--- src/rtl/posit_extract.sv ---
// posit_extract: two-stage posit field extraction ahead of the posit adder core.
// Latency 2 cycles from input transfer to out_valid; throughput 1 word/cycle.
// Backpressure: in_ready = !s1_valid || s1 advances (combinational from out_ready, no skid).
//
// Ports: clk, reset (sync, active-high); In/in_valid/in_ready input handshake;
//   out_valid/out_ready output handshake; Sign, InRemain, RegimeValue, Exponent,
//   Mantissa, zero, nar output fields (registered, held while stalled).
// Optional: define POSIT_EXTRACT_STATS_EN to add saturating word_count and
//   special_count output counters (count output transfers / zero-or-NaR transfers).
module posit_extract #(
  parameter int N  = 8,
  parameter int ES = 3,
  localparam int RS = $clog2(N)
) (
  input  logic                 clk,
  input  logic                 reset,
  input  logic [N-1:0]         In,
  input  logic                 in_valid,
  output logic                 in_ready,
  output logic                 out_valid,
  input  logic                 out_ready,
  output logic                 Sign,
  output logic signed [N-2:0]  InRemain,
  output logic signed [RS:0]   RegimeValue,
  output logic [ES-1:0]        Exponent,
  output logic [N-ES+2:0]      Mantissa,
  output logic                 zero,
`ifdef POSIT_EXTRACT_STATS_EN
  output logic                 nar,
  output logic [15:0]          word_count,
  output logic [15:0]          special_count
`else
  output logic                 nar
`endif
);

  // Stage 1 registers
  logic         s1_valid;
  logic         s1_sign;
  logic [N-2:0] s1_rem;
  logic         s1_zero;
  logic         s1_nar;

  logic s2_load;
  assign s2_load  = !out_valid || out_ready;
  assign in_ready = !s1_valid || s2_load;

  // Stage 1 combinational: two's-complement the body for negative posits.
  logic [N-2:0] body_c;
  assign body_c = In[N-1] ? ((N-1)'(0) - In[N-2:0]) : In[N-2:0];

  // Stage 2 combinational: regime run length, regime value, field alignment.
  logic          run_bit;
  logic [RS:0]   run_len;
  logic          run_done;
  logic [RS:0]   shamt;
  logic [N-2:0]  shifted;
  logic [RS:0]   rv_c;

  always_comb begin
    run_bit  = s1_rem[N-2];
    run_len  = '0;
    run_done = 1'b0;
    for (int i = N-2; i >= 0; i--) begin
      if (!run_done && (s1_rem[i] == run_bit)) begin
        run_len = run_len + (RS+1)'(1);
      end else begin
        run_done = 1'b1;
      end
    end
    // Skip the regime run plus its terminating bit, clamped to the body width.
    if (run_len >= (RS+1)'(N-1)) begin
      shamt = (RS+1)'(N-1);
    end else begin
      shamt = run_len + (RS+1)'(1);
    end
    shifted = s1_rem << shamt;
    rv_c    = run_bit ? (run_len - (RS+1)'(1)) : ((RS+1)'(0) - run_len);
  end

  always_ff @(posedge clk) begin
    if (reset) begin
      s1_valid    <= 1'b0;
      s1_sign     <= 1'b0;
      s1_rem      <= '0;
      s1_zero     <= 1'b0;
      s1_nar      <= 1'b0;
      out_valid   <= 1'b0;
      Sign        <= 1'b0;
      InRemain    <= '0;
      RegimeValue <= '0;
      Exponent    <= '0;
      Mantissa    <= '0;
      zero        <= 1'b0;
      nar         <= 1'b0;
    end else begin
      if (in_ready) begin
        s1_valid <= in_valid;
        if (in_valid) begin
          s1_sign <= In[N-1];
          s1_rem  <= body_c;
          s1_zero <= (In == '0);
          s1_nar  <= (In == {1'b1, {(N-1){1'b0}}});
        end
      end
      if (s2_load) begin
        out_valid <= s1_valid;
        // Data only changes when a real word moves in, so bubbles keep old fields.
        if (s1_valid) begin
          Sign     <= s1_sign;
          InRemain <= s1_rem;
          zero     <= s1_zero;
          nar      <= s1_nar;
          if (s1_zero || s1_nar) begin
            RegimeValue <= '0;
            Exponent    <= '0;
            Mantissa    <= '0;
          end else begin
            RegimeValue <= rv_c;
            Exponent    <= shifted[N-2 -: ES];
            Mantissa    <= {1'b1, shifted[N-2-ES:0], 3'b000};
          end
        end
      end
    end
  end

`ifdef POSIT_EXTRACT_STATS_EN
  logic out_xfer;
  assign out_xfer = out_valid && out_ready;

  always_ff @(posedge clk) begin
    if (reset) begin
      word_count    <= '0;
      special_count <= '0;
    end else if (out_xfer) begin
      if (word_count != 16'hFFFF) begin
        word_count <= word_count + 16'd1;
      end
      if ((zero || nar) && (special_count != 16'hFFFF)) begin
        special_count <= special_count + 16'd1;
      end
    end
  end
`endif

endmodule

--- config.mk ---
export PLATFORM = sky130hd
export DESIGN_NAME = posit_extract
export DESIGN_NICKNAME = d
export VERILOG_FILES = /design/src/rtl/posit_extract.sv
export SDC_FILE = /design/constraint.sdc
export NUM_CORES = 1
export LEC_CHECK = 0
export BUFFER_PORTS_ARGS = -buffer_cell sky130_fd_sc_hd__buf_2
export CAP_MARGIN = 10
export CORE_MARGIN = 5
export CORE_UTILIZATION = 54
export DETAILED_ROUTE_END_ITERATION = 8
export HOLD_SLACK_MARGIN = 0.02
export PLACE_DENSITY = 0.9
export SETUP_SLACK_MARGIN = 0.3
export SLEW_MARGIN = 20
export SYNTH_ARGS = -nofsm -noshare
export SYNTH_HDL_FRONTEND = slang
export SYNTH_SLANG_ARGS = --single-unit
--- constraint.sdc ---
create_clock -name clk -period 2.9 [get_ports clk]
set_clock_uncertainty 0.05 [all_clocks]
set_input_delay 0.435 -clock clk [delete_from_list [all_inputs] [get_ports clk]]
set_output_delay 0.435 -clock clk [all_outputs]
set_load 0.01 [all_outputs]
After elaboration in Yosys (flattened, before gate mapping):

Index checks and enable logic that the tools add are counted.
W data, S select, Z words.

* add/subtract/negate cells: 9
* muxes and demuxes: 17
* magnitude comparators: 1
* shifts and indexed selects: 1
* eq/ne operators: 7
* reductions and logical operators: 17

Operators with widths (number)
* $mux W4: 8
* $add A4 B1 Y4 const B: 5
* $eq A8 B8 Y1 const B: 1
* $logic_not A8 Y1: 1
* $mux W8: 1
* $mux W7: 1
* $shl A7 B4 Y7: 1
* $sub A1 B7 Y7 const A: 1
* $eq A1 B1 Y1: 6
* $logic_not A1 Y1: 6
* $logic_and A1 B1 Y1: 5
* $mux W1: 5
* $ge A4 B3 Y1 const B: 1
* $reduce_and A2 Y1: 2
* $sub A1 B4 Y4 const A: 1
* $sub A4 B1 Y4 const B: 1
* $add A2 B1 Y3 const B: 1
* $logic_or A1 B1 Y1: 3
* $mux W3: 1
* $mux W2: 1

* bits of input ports: 12
* word-level logic and storage cells: 65
* register bits after elaboration: 37

Logic depth before layout (Yosys ltp):

Gate-level depths: netlist (run 1).

* depth after elaboration: 19
* gate-level depth with buffers: 12
* depth with buffers taken out: 11

Worst setup path before layout (run 1):

OpenSTA, ideal clock, no wires.

* kind: reg2reg
* from: register s1_rem[5]
* to: register Exponent[1]
* slack: 422 ps
* required time: 2734 ps
* stages on the path, launching flop included: 12
* setup time: 116 ps
* clock period less this slack: 2478 ps
* data arrival time: 2311 ps
* path through: dfxtp_1 buf_4 nor4_4 a22oi_4 or2_4 nand2_4 ha_1 o21a_2 a211oi_1 o22a_1 a32o_1 a41o_1

* longest elaborated chain between the ends: 19

Ends and longest elaborated chain
* start, declared: line 40 `logic [N-2:0] s1_rem;`
* start signal, assigned: line 101 `s1_rem <= body_c;`
* branches (longest 17 deep; another with $add A4 B1 Y4)
* $shl A7 B4 Y7 (*): line 77 `shifted = s1_rem << shamt;`
* $mux W3 (*): line 114 `if (s1_zero || s1_nar) begin`
* end signal, assigned: line 120 `Exponent <= shifted[N-2 -: ES];`
* end, declared: line 25 `output logic [ES-1:0] Exponent,`

Mark *: on every way between the ends.
A chain may end at the register's enable or synchronous reset.

Worst setup path in the final report (run 1):

* from: register s1_rem[3]
* to: register Exponent[1]

* longest elaborated chain between the ends: 16

Ends and longest elaborated chain (line)
* branches (longest 14 deep; another with $add A4 B1 Y4)
* $shl A7 B4 Y7 (*): 77
* $mux W3 (*): 114

Marks and branches as above.

==> impl_metrics.yaml, run 1 <==
die:
  die_area_mm2: 0.00476
  start_util: 0.559
  die_y_um: 69.0
  die_x_um: 69.0
  core_mm2: 0.00336
  num_io_pins: 39
  rows: 21
sta:
  setup_viol: 0
  tightest_slew_ns: 0.726
  final-max-slew-violation-count: 0
  slew_headroom: 0.515
  rsz0062_at_grt: "no"
  final-hold-violation-count: 0
  period_share: 0.851
  hold_slack_ns: 0.299
  fin_tns_setup_ns: 0
  fin_crit_ns: 2.47
  fmax_mhz: 405
routing:
  drtAntennaViolNets: 0
  via_count: 1706
  drc: 0
  wl_um: 4170
  viasPerCell: 5.50
  post_drt_wl_per_cell_um: 13.5
  first_iter_violations: 113
  dr.pass1.iters: 4
status:
  status: "finished clean"
logic_synthesis:
  yosys_warnings: 0
  synth_top_family_by_area: "compound AO/OA/AOI/OAI gates"
  synth_compound_area_frac: 0.236
  synth-main-ff-cell: "dfxtp_1"
  ys_ff_latch: 34
  synth_mux_area_frac: 0.0413
  synth_common_cells: "nand2_1 (37), dfxtp_1 (34), nor2_1 (28)"
  synth_cell_type_count: 55
  yosys.area_share.adder: 0.0200
  yosysMostFrequentCell: "nand2_1"
  synth-edff-count: 0
  avgSynthCellArea_um2: 8.25
  synth-simple-area-share: 0.230
  synth_top_area_frac: 0.362
  syn-instance-count: 228
  yosys.area.top_type: "dfxtp_1"
  synth_xor_area_frac: 0.0373
  ys_seq_area_frac: 0.362
  synth-async-reset-ratio: 0
  synth.area.top_cells: "dfxtp_1 (36%), nand2_1 (7.4%), nor2_1 (5.6%)"
  syn_area_mm2: 0.00188
grt:
  grt_usage: 0.175
  grt_max_degree: 34
  antenna_found_initial: 0
  grt_overflow: 0
  grt_pass1_wl_um: 6990
  grt_pass1_vias: 1525
power_and_ir_drop:
  p_per_area_mw_per_mm2: 603
  leakagePower_nw: 0.984
  ir_drop_mv: 0.337
setup_path:
  reg2reg_slack_ns: 0.43
  critPathLaunchType: "register"
  r2r-start: "s1_rem[3]$_SDFFE_PP0P_"
  crit_path_end: "Exponent[1]$_SDFFE_PP0P_"
  crit_type: "register to register"
  cp.arrival_ns: 2.67
  worstSetupEndpointType: "register"
  reg2reg_to: "Exponent[1]$_SDFFE_PP0P_"
  r2r_cells: 10
  critPathMaxFanout: 7
  cp_data_required_time_ns: 3.10
  crit_start: "s1_rem[3]$_SDFFE_PP0P_"
placed_design:
  place_congestion: 0.957
  hpwlAfterDp_um: 3170
  port_buffers: 35
clock_tree:
  clkTransAtPathRegs_ns: 0.11
  clk-insertion-delay-late_ns: 0.34
  cts_hold_buf: 0
  cts_tree: "built"
  htreeDepth: 2
  cts_max_path_buffers: 2
  clock-sinks: 34
  cts-root-buf: "clkbuf_4"
  cts_made_buffers: 5
finish:
  fillers: 288
  final_net_count: 278
  drive_above_1_share: 0.292
  syn_to_final_growth_pct: 18.0
  antenna_cells: 0
hold_path:
  hold_class: "primary input to register"
run:
  maxCapViolCount: 0
report_power, final:
part           internal, mW  switching [mW]  total (mW)
logic                 0.160           0.204       0.363
registers             0.493          0.0265       0.520
clock network         0.292           0.164       0.456
total                 0.945           0.394        1.34
placed cells by master (no fill, tap or decap), drive strengths merged, types with 2 or more instances in the layout:
master	Yosys	layout
buf	12	44
nand2	39	39
dfxtp	34	34
nor2	28	28
a21oi	22	22
o21ai	8	8
xor2	7	7
a211oi	7	7
inv	6	6
a22oi	6	6
clkbuf	6	6
nor3	5	5
or3	4	4
mux2i	4	4
nand2b	3	3
nor2b	3	3
conb	1	3
mux2	3	3
nor4	3	3
ha	3	3
or2	3	3
a21o	2	2
a32oi	2	2
bufinv	0	2
o21a	2	2
worst max-delay path, stage by stage, from the launching register on:
cell	delay, ns
dfxtp_4	0.39
nor4_4	0.35
a22oi_4	0.11
or2_4	0.30
nand2_4	0.12
ha_4	0.16
o21a_4	0.17
a211oi_1	0.06
o22a_1	0.25
a32o_1	0.23
a41o_1	0.19
final cells by class:
type                            count  area, um2  share of cell area
Multi-Input combinational cell    172       1090               0.494
Sequential cell                    34        689               0.311
Timing Repair Buffer               44        243               0.109
Clock inverter                      2       60.1              0.0271
Tap cell                           46       57.6              0.0259
Clock buffer                        6       51.3              0.0231
Inverter                            6       22.5              0.0102
per-stage QoR:
stage | area [um2] | worst slack (ns) | power [mW] | instances | util
4_1_cts | 2190 | 0.316 | 1.32 | 309 | 0.650
2_1_floorplan | 1890 | 0.422 | 0.789 | 230 | -
6_report | 2220 | 0.431 | 1.34 | 310 | 0.660
3_5_place_dp | 2060 | 0.221 | 0.867 | 300 | 0.613
5_1_grt | 2220 | 0.295 | 1.41 | 310 | 0.660
3_3_place_gp | 2060 | 0.261 | 0.863 | 300 | 0.613
flip-flops by register name (all words and copies together), names as in the netlist:
name,count
InRemain,7
s1_rem,7
Mantissa,5
RegimeValue,4
Exponent,3
Sign,1
nar,1
out_valid,1
s1_nar,1
s1_sign,1
s1_valid,1
s1_zero,1
zero,1
kinds of logic (layout without fill, tap and decap cells):
group | Yosys count | after routing
AND/OR/NAND/NOR | 91 | 91
AO/OA/AOI/OAI | 60 | 60
flip-flops | 34 | 34
buffers and inverters | 24 | 58
XOR/XNOR | 8 | 8
multiplexers | 7 | 7
adder cells (fa/ha/maj) | 3 | 3
other | 1 | 3
how the worst min path moves through the flow:
stage                                  start  depth (start not counted)                       end
finish                                 In[0]                          3    s1_rem[0]$_SDFFE_PP0P_
CTS                                    In[0]                          3    s1_rem[0]$_SDFFE_PP0P_
global route                        in_valid                          3     s1_valid$_SDFFE_PP0N_
detailed placement  Mantissa[6]$_SDFFE_PP0P_                          2  Mantissa[6]$_SDFFE_PP0P_
global placement    Exponent[0]$_SDFFE_PP0P_                          2  Exponent[0]$_SDFFE_PP0P_
floorplan               s1_sign$_SDFFE_PP0P_                          2         Sign$_SDFFE_PP0P_
layer usage:
layer | vias to the layer above | track usage | wire [um]
met2 | 50 | 0.287 | 2030
met5 | - | 0 | 0
met3 | 9 | 0.0523 | 279
met1 | 798 | 0.215 | 1800
li1 | 849 | - | -
met4 | 0 | 0.0672 | 57
timing repair:
item | 4_1_cts | 5_1_grt
cloned | 0 | 0
setup endpoints to repair | 2 | 6
resized for setup | 4 | 6
setup buffers | 1 | 1
pin swaps | 1 | 2
(Power assumes the default switching activity.)
==> run 2, diff against run 1 <==
Settings changed: CELL_PAD_IN_SITES_DETAIL_PLACEMENT from default to 0, CELL_PAD_IN_SITES_GLOBAL_PLACEMENT from default to 1, CORE_ASPECT_RATIO from default to 0.75, CORE_MARGIN 5 to 2, CORE_UTILIZATION 54 to 40.
==> run 2 against run 1 <==
Against the previous run:
- clock power down 2%
- sequential power about the same
- register-to-register slack worse by 0.02 ns
- first-iteration DRC count down 27%
- flip-flop and latch count unchanged
- largest cell class unchanged
- critical path depth unchanged
- via count down 0.76%
- combinational power down 2%
- cell area up 0.11%
- worst setup slack worse by 0.023 ns
- global-route usage down 0.76 points
- clock-buffer cell count unchanged
==> impl_metrics.yaml, run 2 (synthesis results as in run 1) <==
clock_tree:
  cts_made_buffers: 5
  cts_tree: "built"
  clk-insertion-delay-late_ns: 0.29
  clock-sinks: 34
  cts-root-buf: "clkbuf_8"
  clkTransAtPathRegs_ns: 0.08
  htreeDepth: 2
  cts_max_path_buffers: 2
  cts_hold_buf: 0
setup_path:
  reg2reg_slack_ns: 0.41
  r2r_cells: 10
  worstSetupEndpointType: "register"
  critPathLaunchType: "register"
  critPathMaxFanout: 10
  r2r-start: "s1_rem[4]$_SDFFE_PP0P_"
  reg2reg_to: "Exponent[0]$_SDFFE_PP0P_"
  cp_data_required_time_ns: 3.04
  crit_start: "s1_rem[4]$_SDFFE_PP0P_"
  cp.arrival_ns: 2.63
  crit_type: "register to register"
  crit_path_end: "Exponent[0]$_SDFFE_PP0P_"
finish:
  multiInputGateArea_mm2: 0.00109
  largestRegisters: "InRemain x7, s1_rem x7, Mantissa x5"
  fin_cells: 318
  final_net_count: 276
  syn_to_final_growth_pct: 18.1
  drive_above_1_share: 0.284
  fillers: 448
  antenna_cells: 0
  final_cell_mix: "nand2_1 (37), buf_2 (35), dfxtp_1 (29)"
  layout_commonest_cell: "nand2_1"
  regArea_um2: 692
placed_design:
  hpwlAfterDp_um: 3130
  place_congestion: 0.899
  place_ws_ns: 0.152
  place_inst: 310
  port_buffers: 35
grt:
  grt_max_degree: 34
  grt_usage: 0.168
  antenna_found_initial: 0
  grt_pass1_wl_um: 7200
  grt_pass1_vias: 1536
  grt_overflow: 0
hold_path:
  hold_class: "primary input to register"
  whs_path_depth: 3
routing:
  drc: 0
  drtAntennaViolNets: 0
  wl_um: 4380
  viasPerCell: 5.32
  dr.pass1.iters: 4
  met2WireLength_um: 1990
  post_drt_wl_per_cell_um: 13.8
  first_iter_violations: 82
  top_layer: "met4"
  via_count: 1693
  wl_met3_um: 274
  m1WireLength_um: 2090
sta:
  setup_slack_ns: 0.409
  slew_headroom: 0.589
  tightest_slew_ns: 0.616
  final-hold-violation-count: 0
  setup_viol: 0
  fin_tns_setup_ns: 0
  final-max-slew-violation-count: 0
  fin_crit_ns: 2.49
  fmax_mhz: 401
  period_share: 0.859
  rsz0062_at_grt: "no"
die:
  start_util: 0.419
  die_y_um: 63.4
  die_x_um: 83.2
  die_area_mm2: 0.00527
  rows: 21
  core_mm2: 0.00449
  num_io_pins: 39
power_and_ir_drop:
  ir_drop_mv: 0.286
  leakagePower_nw: 0.974
  p_per_area_mw_per_mm2: 597
status:
  status: "finished clean"
run:
  maxCapViolCount: 0
## run 2: cell type report
cell class | count | area share
multi-input combinational | 172 | 0.493
sequential | 34 | 0.312
inverter | 6 | 0.0101
clock inverter | 1 | 0.0135
tap | 57 | 0.0321
clock buffer | 6 | 0.0372
timing repair buffer | 42 | 0.103
## run 2: per-stage QoR
stage,hold slack [ns],cell area (um2),utilization,total power [mW]
4_1_cts,0.361,2200,0.490,1.32
5_1_grt,0.393,2220,0.494,1.39
6_report,0.362,2220,0.494,1.33
3_3_place_gp,0.385,2070,0.460,0.862
2_1_floorplan,0.382,1890,-,0.789
3_5_place_dp,0.391,2070,0.460,0.861
## run 2: repair_timing
item                                    in CTS  in global routing
pin swaps                                    1                  2
gates resized for setup                      6                  5
buffers inserted                             1                  0
endpoints found under the setup margin       4                  5
## run 2: worst min-delay path by stage
stage / from / end / slack, ns
2_1_floorplan: s1_sign$_SDFFE_PP0P_ / Sign$_SDFFE_PP0P_ / 0.38
3_3_place_gp: Exponent[0]$_SDFFE_PP0P_ / Exponent[0]$_SDFFE_PP0P_ / 0.38
3_5_place_dp: Mantissa[6]$_SDFFE_PP0P_ / Mantissa[6]$_SDFFE_PP0P_ / 0.39
4_1_cts: In[0] / s1_rem[0]$_SDFFE_PP0P_ / 0.36
5_1_grt: in_valid / s1_valid$_SDFFE_PP0N_ / 0.39
6_report: In[0] / s1_rem[0]$_SDFFE_PP0P_ / 0.36
## run 2: worst max-delay path: stages (launching register included)
cell and delay, ns:
dfxtp_1 0.34, buf_4 0.19, a21boi_2 0.18, o22ai_4 0.28
nand2_4 0.14, ha_4 0.20, o21a_4 0.15, a21oi_4 0.16
mux2_4 0.32, a221oi_2 0.31, o21ai_2 0.07
## run 2: routing by layer
metal  track usage  vias to the layer above
met2         0.268                       63
met5             0                        -
met1         0.223                      780
met4        0.0512                        0
met3        0.0433                        6
li1              -                      844
## run 2: power breakdown
group          switching [mW]  internal [mW]  total (mW)
combinational           0.204          0.153       0.357
clock                   0.174          0.275       0.449
sequential             0.0271          0.493       0.520
